[config.mk]
export PLATFORM = sky130hd
export DESIGN_NAME = ex_mem_stage
export DESIGN_NICKNAME = d
export VERILOG_FILES = /design/src/rtl/ex_mem_stage.sv
export SDC_FILE = /design/constraint.sdc
export NUM_CORES = 1
export LEC_CHECK = 0
export CORE_ASPECT_RATIO = 1.75
export CORE_MARGIN = 2
export CORE_UTILIZATION = 30
export CTS_BUF_LIST = sky130_fd_sc_hd__clkbuf_8 sky130_fd_sc_hd__clkbuf_16
export CTS_CLUSTER_DIAMETER = 60
export DETAILED_ROUTE_END_ITERATION = 6
export GPL_TIMING_DRIVEN = 1
export PLACE_DENSITY = 0.58
export SETUP_SLACK_MARGIN = 0.05
export SYNTH_ARGS = -nofsm -noshare
export SYNTH_HDL_FRONTEND = slang
export SYNTH_SLANG_ARGS = --single-unit
[constraint.sdc]
create_clock -name clk -period 9.4 [get_ports clk]
set_clock_uncertainty 0.15 [all_clocks]
set_input_delay 1.88 -clock clk [delete_from_list [all_inputs] [get_ports clk]]
set_output_delay 1.88 -clock clk [all_outputs]
set_load 0.02 [all_outputs]
[src/rtl/ex_mem_stage.sv]
// Execute stage of the RV32I pipeline: forwarding, ALU, branch/jump resolution,
// and the EX/MEM pipeline register feeding the memory stage.
module ex_mem_stage #(
   parameter int unsigned XLEN = 32
) (
   input  logic            clk,
   input  logic            rst,
   input  logic            RegWriteE,
   input  logic            MemWriteE,
   input  logic            JumpE,
   input  logic            BranchE,
   input  logic            ALUSrcE,
   input  logic            JalrE,
   input  logic [1:0]      ResultSrcE,
   input  logic [1:0]      MemStrobeE,
   input  logic [3:0]      ALUControlE,
   input  logic [2:0]      Funct3E,
   input  logic [XLEN-1:0] RD1E,
   input  logic [XLEN-1:0] RD2E,
   input  logic [XLEN-1:0] PCE,
   input  logic [XLEN-1:0] ImmExtE,
   input  logic [XLEN-1:0] PCPlus4E,
   input  logic [4:0]      RdE,
   input  logic [1:0]      ForwardAE,
   input  logic [1:0]      ForwardBE,
   input  logic [XLEN-1:0] ResultW,
   output logic            PCSrcE,
   output logic [XLEN-1:0] PCTargetE,
   output logic            RegWriteM,
   output logic            MemWriteM,
   output logic [1:0]      ResultSrcM,
   output logic [1:0]      MemStrobeM,
   output logic [XLEN-1:0] ALUResultM,
   output logic [XLEN-1:0] WriteDataM,
   output logic [XLEN-1:0] PCPlus4M,
   output logic [4:0]      RdM
);

   localparam int unsigned SHW = 5;

   logic [XLEN-1:0] src_a;
   logic [XLEN-1:0] write_data;
   logic [XLEN-1:0] src_b;
   logic [XLEN-1:0] alu_result;
   logic [SHW-1:0]  shamt;
   logic            cond;
   logic            eq;
   logic            lt_s;
   logic            lt_u;

   // Forwarding muxes; the 10 path uses the current (pre-edge) ALUResultM
   always_comb begin
      src_a = RD1E;
      write_data = RD2E;
      case (ForwardAE)
         2'b01:   src_a = ResultW;
         2'b10:   src_a = ALUResultM;
         default: src_a = RD1E;
      endcase
      case (ForwardBE)
         2'b01:   write_data = ResultW;
         2'b10:   write_data = ALUResultM;
         default: write_data = RD2E;
      endcase
   end

   assign src_b = ALUSrcE ? ImmExtE : write_data;
   assign shamt = src_b[SHW-1:0];

   // ALU
   always_comb begin
      alu_result = '0;
      case (ALUControlE)
         4'b0000: alu_result = src_a + src_b;
         4'b0001: alu_result = src_a - src_b;
         4'b0010: alu_result = src_a & src_b;
         4'b0011: alu_result = src_a | src_b;
         4'b0100: alu_result = src_a ^ src_b;
         4'b0101: alu_result = XLEN'($signed(src_a) < $signed(src_b));
         4'b0110: alu_result = XLEN'(src_a < src_b);
         4'b0111: alu_result = src_a << shamt;
         4'b1000: alu_result = src_a >> shamt;
         4'b1001: alu_result = XLEN'($signed(src_a) >>> shamt);
         4'b1010: alu_result = src_b;
         4'b1011: alu_result = PCE + src_b;
         default: alu_result = '0;
      endcase
   end

   // Branch condition compares forwarded operands, never the immediate
   assign eq   = (src_a == write_data);
   assign lt_s = ($signed(src_a) < $signed(write_data));
   assign lt_u = (src_a < write_data);

   always_comb begin
      cond = 1'b0;
      case (Funct3E)
         3'b000:  cond = eq;
         3'b001:  cond = ~eq;
         3'b100:  cond = lt_s;
         3'b101:  cond = ~lt_s;
         3'b110:  cond = lt_u;
         3'b111:  cond = ~lt_u;
         default: cond = 1'b0;
      endcase
   end

   assign PCSrcE    = JumpE | (BranchE & cond);
   assign PCTargetE = JalrE ? ((src_a + ImmExtE) & ~XLEN'(1)) : (PCE + ImmExtE);

   // EX/MEM pipeline register
   always_ff @(posedge clk or negedge rst) begin
      if (!rst) begin
         RegWriteM  <= 1'b0;
         MemWriteM  <= 1'b0;
         ResultSrcM <= '0;
         MemStrobeM <= '0;
         ALUResultM <= '0;
         WriteDataM <= '0;
         PCPlus4M   <= '0;
         RdM        <= '0;
      end else begin
         RegWriteM  <= RegWriteE;
         MemWriteM  <= MemWriteE;
         ResultSrcM <= ResultSrcE;
         MemStrobeM <= MemStrobeE;
         ALUResultM <= alu_result;
         WriteDataM <= write_data;
         PCPlus4M   <= PCPlus4E;
         RdM        <= RdE;
      end
   end

endmodule

After elaboration in Yosys (flattened, before gate mapping)
Cells that the tools add are included.
{"block": "totals", "reg_bits": 107, "in_bits": 220, "out_inout_bits": 140, "wordCells": 57}
{"block": "op_classes", "n_addsub": 5, "magnitude_cmp": 4, "n_eq_ne": 21, "shifts": 3, "n_mux": 6, "bitwise": 8, "reduce_logical": 2}
{"op": "case mux 32 bit (12 select lines)", "count": 1}
{"op": "adder 32 bit", "count": 4}
{"op": "< comparator 32 bit", "count": 4}
{"op": "case mux 32 bit (2 select lines)", "count": 2}
{"op": "two-way mux 32 bit", "count": 2}
{"op": "AND 32 bit", "count": 1}
{"op": "equality test 32 bit", "count": 1}
{"op": "OR 32 bit", "count": 1}
{"op": "<< shifter 32 x 5 -> 32 bit", "count": 1}
{"op": ">> shifter 32 x 5 -> 32 bit", "count": 1}
{"op": ">>> shifter 32 x 5 -> 32 bit", "count": 1}
{"op": "subtractor 32 bit", "count": 1}
{"op": "bitwise XOR 32 bit", "count": 1}
{"op": "equality test 4 x 3 -> 1 bit, second input constant", "count": 4}
{"op": "equality test 4 bit, second input constant", "count": 4}
{"op": "equality test 3 bit, second input constant", "count": 4}
{"op": "equality test 4 x 2 -> 1 bit, second input constant", "count": 2}
{"op": "case mux 1 bit (6 select lines)", "count": 1}
{"op": "equality test 2 x 1 -> 1 bit, second input constant", "count": 2}
{"op": "equality test 2 bit, second input constant", "count": 2}
{"op": "equality test 4 x 1 -> 1 bit, second input constant", "count": 1}
{"op": "logical NOT 4 bit", "count": 1}
{"op": "equality test 3 x 1 -> 1 bit, second input constant", "count": 1}
{"op": "logical NOT 3 bit", "count": 1}
{"op": "3 further kinds", "count": 5}

Longest topological paths before layout
Gate-level depths: netlist of run 1.
{"block": "logic_depth", "word_depth": 7, "ltp_mapped": 21, "mapped_depth_nobuf": 19}

Least setup slack after synthesis of run 1
Ideal clock, no wire load.
{"block": "synth_timing", "path_kind": "input to output", "startpoint": "in ForwardAE[0]", "endpoint": "out PCTargetE[19]", "t_arrival_ps": 6137, "t_required_ps": 7370, "slack_ps": 1233, "stages": 17, "path_buffers": 2, "path_cell_list": "inv_1 > ha_1 > clkbuf_1 > clkbuf_1 > a22oi_1 > o21ai_0 > ha_1 > a41oi_1 > o21ai_0 > maj3_1 > a21oi_1 > o21ai_0 > a21oi_1 > o21bai_1 > a221oi_1 > xor2_1 > o21ai_0"}
{"block": "synth_between", "elab_chain_len": 4, "word_cells_on_any_way": 5, "cone_classes": "1 x add/sub; 2 x eq/ne; 2 x mux"}
{"item": "start, declared", "line": "24", "rtl": "input logic [1:0] ForwardAE,"}
{"item": "equality test 2 bit or equality test 2 x 1 -> 1 bit (tied branches)", "line": "55", "rtl": "case (ForwardAE)"}
{"item": "case mux 32 bit (2 select lines) *", "line": "55"}
{"item": "adder 32 bit *", "line": "109", "rtl": "assign PCTargetE = JalrE ? ((src_a + ImmExtE) & ~XLEN'(1)) : (PCE + ImmExtE);"}
{"item": "two-way mux 32 bit *", "line": "109"}
{"item": "end, declared", "line": "28", "rtl": "output logic [XLEN-1:0] PCTargetE,"}
Mark *: on every way between the ends. The rest lies on a longest branch, timed or not.

Worst setup path in the final report of run 1
{"block": "layout_timing", "startpoint": "in ForwardAE[0]", "endpoint": "out PCTargetE[22]"}
Same word-level chain as after synthesis.

==> results of run 1 <==
## where the power goes
part           total [mW]  internal [mW]  switching, mW  leakage (nW)
logic                2.33          0.867           1.46          8.48
clock network       0.418          0.194          0.224         0.146
registers           0.585          0.517         0.0688          1.30
## kinds of logic after synthesis
family,Yosys count,synth area share (%)
AOI/OAI and AO/OA,959,35.4
xor gates and xnor gates,95,4.67
adders and majority gates,227,16.1
and+or+nand+nor,706,17.6
muxes,86,4.88
buffers and inverters,295,6.30
DFF,107,15.0
## worst min-delay path, stage by stage (launching register included)
cell,delay [ns]
dfrtp_1,0.42
a221o_1,0.17
o21ai_0,0.13
inv_1,0.09
## final cells by class
type,instances,area share (%)
clock buffers,10,1.04
well taps,780,4.27
repair buffers,452,18.7
multi-input cells,2073,61.4
clock inverters,6,0.241
flip-flops and latches,107,11.7
inverters,157,2.58
## Yosys cell counts (10+ instances only)
cell type / number / area (um^2)
a211o_1: 18 / 158
a211oi_1: 43 / 323
a21o_1: 62 / 465
a21oi_1: 199 / 996
a221o_1: 39 / 390
a221oi_1: 27 / 236
a22oi_1: 64 / 480
a311oi_1: 11 / 96.3
a31oi_1: 27 / 169
buf_1: 12 / 45.0
clkbuf_1: 119 / 447
dfrtp_1: 107 / 2680
ha_1: 222 / 2780
inv_1: 154 / 578
mux2i_1: 79 / 791
nand2_1: 286 / 1070
nand2b_1: 27 / 169
nand3_1: 40 / 200
nand4_1: 16 / 100
nor2_1: 196 / 736
nor2b_1: 21 / 131
nor3_1: 49 / 245
nor4_1: 12 / 75.1
o211ai_1: 33 / 248
o21a_1: 22 / 165
o21ai_0: 267 / 1340
o21ai_1: 11 / 55.1
o21bai_1: 22 / 165
o221ai_1: 20 / 175
o22ai_1: 23 / 144
o31ai_1: 11 / 82.6
or2_2: 10 / 62.6
xnor2_1: 56 / 490
xor2_1: 39 / 342
## routing by layer
metal,vias up,track usage (%),part of all wire (%)
met2,1079,58.6,50
met4,0,19.8,7.0
met3,277,4.21,6.3
met1,10500,37.1,37
li1,9775,-,-
met5,-,0,0
## sequential cells by signal (all words and copies together), names as in the netlist
register	cells
WriteDataM	32
MemStrobeM	2
RegWriteM	1
RdM	5
MemWriteM	1
ResultSrcM	2
PCPlus4M	32
ALUResultM	32
## worst max-delay path by stage
stage / start / end / slack (ns) / cells past startpoint
after global routing: ForwardAE[0] / PCTargetE[22] / 0.05 / 17
after detailed placement: ForwardAE[0] / PCTargetE[22] / 0.36 / 17
final: ForwardAE[0] / PCTargetE[22] / 0.28 / 17
after CTS: ForwardAE[0] / PCTargetE[30] / 0.30 / 17
after floorplan: ForwardAE[0] / PCTargetE[19] / 1.23 / 17
after global placement: ForwardBE[0] / PCSrcE / 0.31 / 17
## cells in the final DEF (no fill, tap or decap), drive strengths merged, types with 79 or more instances in the layout
cell           synthesis  routed
o21ai                280     280
nand2                286     286
dfrtp                107     107
nor2                 196     196
a21oi                199     199
inv                  156     160
ha                   222     222
clkdlybuf4s50          0     353
mux2i                 79      79
buf                   19      99
## timing repair
action / in CTS / in global routing
resized for setup: 0 / 1
setup endpoints to repair: 0 / 1
setup buffers: 0 / 0
endpoints found under the hold margin: 0 / 0
hold buffers: 0 / 0
==> impl_metrics.env, run 1 <==
export IMPL_cts_inserted_buffers=9
export IMPL_die_w_um=188
export IMPL_post_route_min_period_ns=9.12
export IMPL_clk_latency_ns=0.40
export IMPL_drive_above_1_share_pct=5.60
export IMPL_slowest_delay_ns=0.67
export IMPL_rows=118
export IMPL_syn_num_nets=2921
export IMPL_numPortBuffers=359
export IMPL_vias_per_cell=6.04
export IMPL_ys_types=79
export IMPL_place_congestion=0.975
export IMPL_status="finished, final reports clean"
export IMPL_finalHoldViolations=0
export IMPL_leakagePower_nw=9.93
export IMPL_grt_pass1_wl_um=148000
export IMPL_synth_seq_area_share_pct=15.0
export IMPL_final_util_pct=38.8
export IMPL_wl_per_cell_um=29.1
export IMPL_place_ws_ns=0.363
export IMPL_worstRegToRegCells=18
export IMPL_worstSetupPathType="input port to output pin"
export IMPL_drcViolationCount=0
export IMPL_final_cell_area_mm2=0.0229
export IMPL_finalSetupTns_ns=0
export IMPL_power_total_mw=3.34
export IMPL_multi_input_area_mm2=0.0141
export IMPL_die_h_um=326
export IMPL_hold_slack_ns=0.694
export IMPL_cts_tree="done"
export IMPL_regArea_mm2=0.00268
export IMPL_routed_wl_um=104000
export IMPL_tightest_slew_ns=1.27
export IMPL_layout_setup_ws_ns=0.276
export IMPL_syn_area_mm2=0.0178
export IMPL_ios=360
export IMPL_grt_overflow=0
export IMPL_core_area_mm2=0.0589
export IMPL_drt_iter0_markers=2223
export IMPL_worstReg2RegEnd="ALUResultM[0]"
export IMPL_rsz0062_at_grt="yes"
export IMPL_max_freq_mhz=110
export IMPL_ys_warn_count=0
export IMPL_power_density_mw_per_mm2=146
export IMPL_vdd_ir_drop_max_mv=0.0948
export IMPL_ant_nets=0
export IMPL_vias=21700
export IMPL_grt_total_usage_pct=32.8
export IMPL_die_area_mm2=0.0614
export IMPL_cts_buffer_depth=2
export IMPL_fill_cells=6206
export IMPL_start_util_pct=30.2
export IMPL_r2r_slack_ns=4.35
export IMPL_synthCells=2475
export IMPL_synth_async_sr_flop_share_pct=100
export IMPL_synth_edf_count=0
export IMPL_required_ns=7.37
export IMPL_place_area_mm2=0.0226
export IMPL_hp_start="ALUResultM[13]"
export IMPL_clk_pin_slew_worst_paths_ns=0.08
export IMPL_cp_slowest_cell="clkdlybuf4s50_1"
export IMPL_drtPass1Iterations=6
export IMPL_cpMostUsedCell="o21ai_0"
export IMPL_fin_crit_sh_pct=97.1
export IMPL_hpwl_um=86700
export IMPL_syn2layout_area_growth_pct=28.5
export IMPL_cts_root_buffer="clkbuf_16"
export IMPL_avgSynthCellArea_um2=7.19
export IMPL_crit_path_cell_trace="clkdlybuf4s50_1, inv_1, ha_2, o21ai_0, ha_1, nand4_1, or4b_2, o211ai_1, a211oi_1, a21oi_1, a221oi_1, buf_4, o21ai_0, nor2_1, or4_1, o21ai_0, clkdlybuf4s50_1"
export IMPL_instances_no_fill=3585
export IMPL_holdCritPathClass="register to register"
export IMPL_ys_flop_type="dfrtp_1"
export IMPL_clock_sinks=107
export IMPL_regToRegStartpoint="ALUResultM[1]"
export IMPL_crit_arrival_ns=7.09
export IMPL_grt_pass1_vias=21400
export IMPL_antenna_found_initial=1
export IMPL_crit_fanout=29
export IMPL_worstHoldEndpoint="WriteDataM[13]"
export IMPL_synth_seq_cells=107
export IMPL_grt_start_max_net_pins=66
export IMPL_hold_path_depth=3
export IMPL_worst_setup_path_start_kind="input port"
export IMPL_slew_limit_headroom_pct=14.2
export IMPL_setup_violations_final=0
export IMPL_end_kind="output pin"
export IMPL_nets=3246
export IMPL_finalMaxSlewViolations=0
export IMPL_crit_family="compound AO/OA/AOI/OAI gates"
export IMPL_htreeDepth=3
export IMPL_crit_buf_inv=4
export IMPL_placedCellCount=3569
export IMPL_drv_cap=0
export IMPL_n_antenna_cell=0
(Power assumes the default switching activity.)
==> run 2, diff against run 1 <==
CORE_UTILIZATION = 35   (was 30)
HOLD_SLACK_MARGIN = 0.1   (was unset)
PLACE_DENSITY = 0.65   (was 0.58)
==> run 2 against run 1 <==
  * Clock power hardly changed
  * Non-clock buffer count is 18 lower
  * Setup slack better by 0.073 ns
  * Combinational power is 2% lower
  * Worst hold slack worse by 0.022 ns
  * Die area is 14% lower
  * Cell area is 1.2% lower
  * First-iteration DRC count is 1.9% higher
==> impl_metrics.env, run 2 (synthesis gave the netlist of run 1 again) <==
export IMPL_most_common_layout_cells="356 x clkdlybuf4s50_1, 286 x nand2_1, 266 x o21ai_0, 221 x ha_1, 199 x a21oi_1"
export IMPL_leakagePower_nw=9.83
export IMPL_p_int_mw=1.56
export IMPL_drive_above_1_share_pct=4.77
export IMPL_finalHoldViolations=0
export IMPL_routed_wl_um=96800
export IMPL_switching_share_pct=52.3
export IMPL_clk_latency_ns=0.41
export IMPL_rows=109
export IMPL_slew_limit_headroom_pct=7.37
export IMPL_hold_slack_ns=0.672
export IMPL_cts_setup_buffers=0
export IMPL_htreeDepth=3
export IMPL_worstSetupPathType="input port to output pin"
export IMPL_grt_pass1_vias=21600
export IMPL_fin_crit_sh_pct=96.3
export IMPL_r2r_slack_ns=3.90
export IMPL_worst_setup_path_start_kind="input port"
export IMPL_ios=360
export IMPL_drv_cap=0
export IMPL_power_density_mw_per_mm2=145
export IMPL_pwr_share_seq_pct=17.8
export IMPL_final_common_cell="clkdlybuf4s50_1"
export IMPL_regArea_mm2=0.00268
export IMPL_grt_total_usage_pct=35.4
export IMPL_syn2layout_area_growth_pct=26.9
export IMPL_drtPass1Iterations=6
export IMPL_wl_per_cell_um=28.0
export IMPL_reg_top3="ALUResultM (32), PCPlus4M (32), WriteDataM (32)"
export IMPL_p_clk_share_pct=12.7
export IMPL_vias_per_cell=6.28
export IMPL_rsz0062_at_grt="no"
export IMPL_final_util_pct=44.9
export IMPL_clock_sinks=107
export IMPL_ant_nets=0
export IMPL_multi_input_area_mm2=0.0141
export IMPL_holdCritPathClass="register to register"
export IMPL_clk_pin_slew_worst_paths_ns=0.08
export IMPL_finalMaxSlewViolations=0
export IMPL_core_area_mm2=0.0503
export IMPL_numPortBuffers=359
export IMPL_die_h_um=302
export IMPL_end_kind="output pin"
export IMPL_post_route_min_period_ns=9.05
export IMPL_antenna_found_initial=1
export IMPL_die_area_mm2=0.0528
export IMPL_vias=21700
export IMPL_cts_inserted_buffers=9
export IMPL_vdd_ir_drop_max_mv=0.0993
export IMPL_setup_violations_final=0
export IMPL_p_sw_mw=1.71
export IMPL_drt_iter0_markers=2266
export IMPL_n_antenna_cell=0
export IMPL_crit_arrival_ns=7.02
export IMPL_required_ns=7.37
export IMPL_nets=3228
export IMPL_grt_overflow=0
export IMPL_grt_pass1_wl_um=139000
export IMPL_pwr_share_comb_pct=69.5
export IMPL_finalSetupTns_ns=0
export IMPL_hpwl_um=78700
export IMPL_fill_cells=5146
export IMPL_hold_buffers=0
export IMPL_cts_root_buffer="clkbuf_16"
export IMPL_grt_start_max_net_pins=61
export IMPL_die_w_um=174
export IMPL_drcViolationCount=0
export IMPL_max_freq_mhz=110
export IMPL_status="finished, final reports clean"
export IMPL_tightest_slew_ns=1.38
export IMPL_cts_tree="done"
export IMPL_cts_buffer_depth=2
export IMPL_start_util_pct=35.4
export IMPL_place_congestion=1.03
export IMPL_crit_fanout=13
run 2: worst paths after layout:
| check | startpoint | end | depth (start not counted) |
|---|---|---|---|
| worst max-delay path | ForwardAE[1] | PCTargetE[22] | 19 |
| worst min-delay path | ALUResultM[12] | WriteDataM[12] | 3 |
| worst max register to register | ALUResultM[1] | ALUResultM[0] | 16 |
| worst min register to register | ALUResultM[12] | WriteDataM[12] | 3 |
| max in group asynchronous | rst | PCPlus4M[29] | 2 |
| min in group asynchronous | rst | WriteDataM[9] | 1 |
run 2: per-layer routing:
metal,track usage [%],up-vias,wire [um],part of all wire [%]
li1,-,9753,-,-
met1,39.0,10300,35000,36
met2,61.5,1271,46500,48
met3,5.54,326,7260,7.5
met4,26.0,2,7960,8.2
met5,0,-,58,0.060
run 2: worst max-delay path: stages:
cell,delay (ns)
clkdlybuf4s50_1,0.53
inv_1,0.06
ha_1,0.39
buf_4,0.25
a22oi_1,0.15
o21ai_0,0.14
ha_1,0.39
nand4_1,0.12
or4b_2,0.62
o211ai_1,0.13
a211oi_1,0.14
a21oi_1,0.37
a221oi_1,0.17
buf_4,0.19
o21ai_0,0.27
nor2_1,0.06
or4_1,0.40
o21ai_0,0.10
clkdlybuf4s50_1,0.64
run 2: area by class of cell:
cell class                      instances  area share [%]
Clock buffer                            9           0.997
Clock inverter                          7           0.282
Inverter                              157            2.61
Multi-Input combinational cell       2073            62.2
Sequential cell                       107            11.9
Tap cell                              666            3.69
Timing Repair Buffer                  434            18.3
run 2: timing repair:
action / in CTS / in global routing
endpoints found under the setup margin: 0 / 2
gates resized for setup: 0 / 1
endpoints found under the hold margin: 0 / 0
run 2: power by group through the flow:
| stage | clock network (mW) | registers (mW) | logic (mW) |
|---|---|---|---|
| after global routing | 0.434 | 0.585 | 2.42 |
| after detailed placement | 0 | 0.592 | 2.22 |
| after floorplan | 0 | 0.628 | 1.27 |
| after CTS | 0.420 | 0.583 | 2.23 |
| after global placement | 0 | 0.593 | 2.21 |
| final | 0.415 | 0.584 | 2.28 |
run 2: stage by stage:
step / setup WS (ns) / power [mW] / instance area [um^2] / cells
2_1_floorplan: 1.23 / 1.90 / 17800 / 2475
3_3_place_gp: 0.446 / 2.81 / 22300 / 3437
3_5_place_dp: 0.387 / 2.81 / 22300 / 3437
4_1_cts: 0.339 / 3.23 / 22600 / 3453
5_1_grt: 0.0979 / 3.44 / 22600 / 3453
6_report: 0.350 / 3.27 / 22600 / 3453
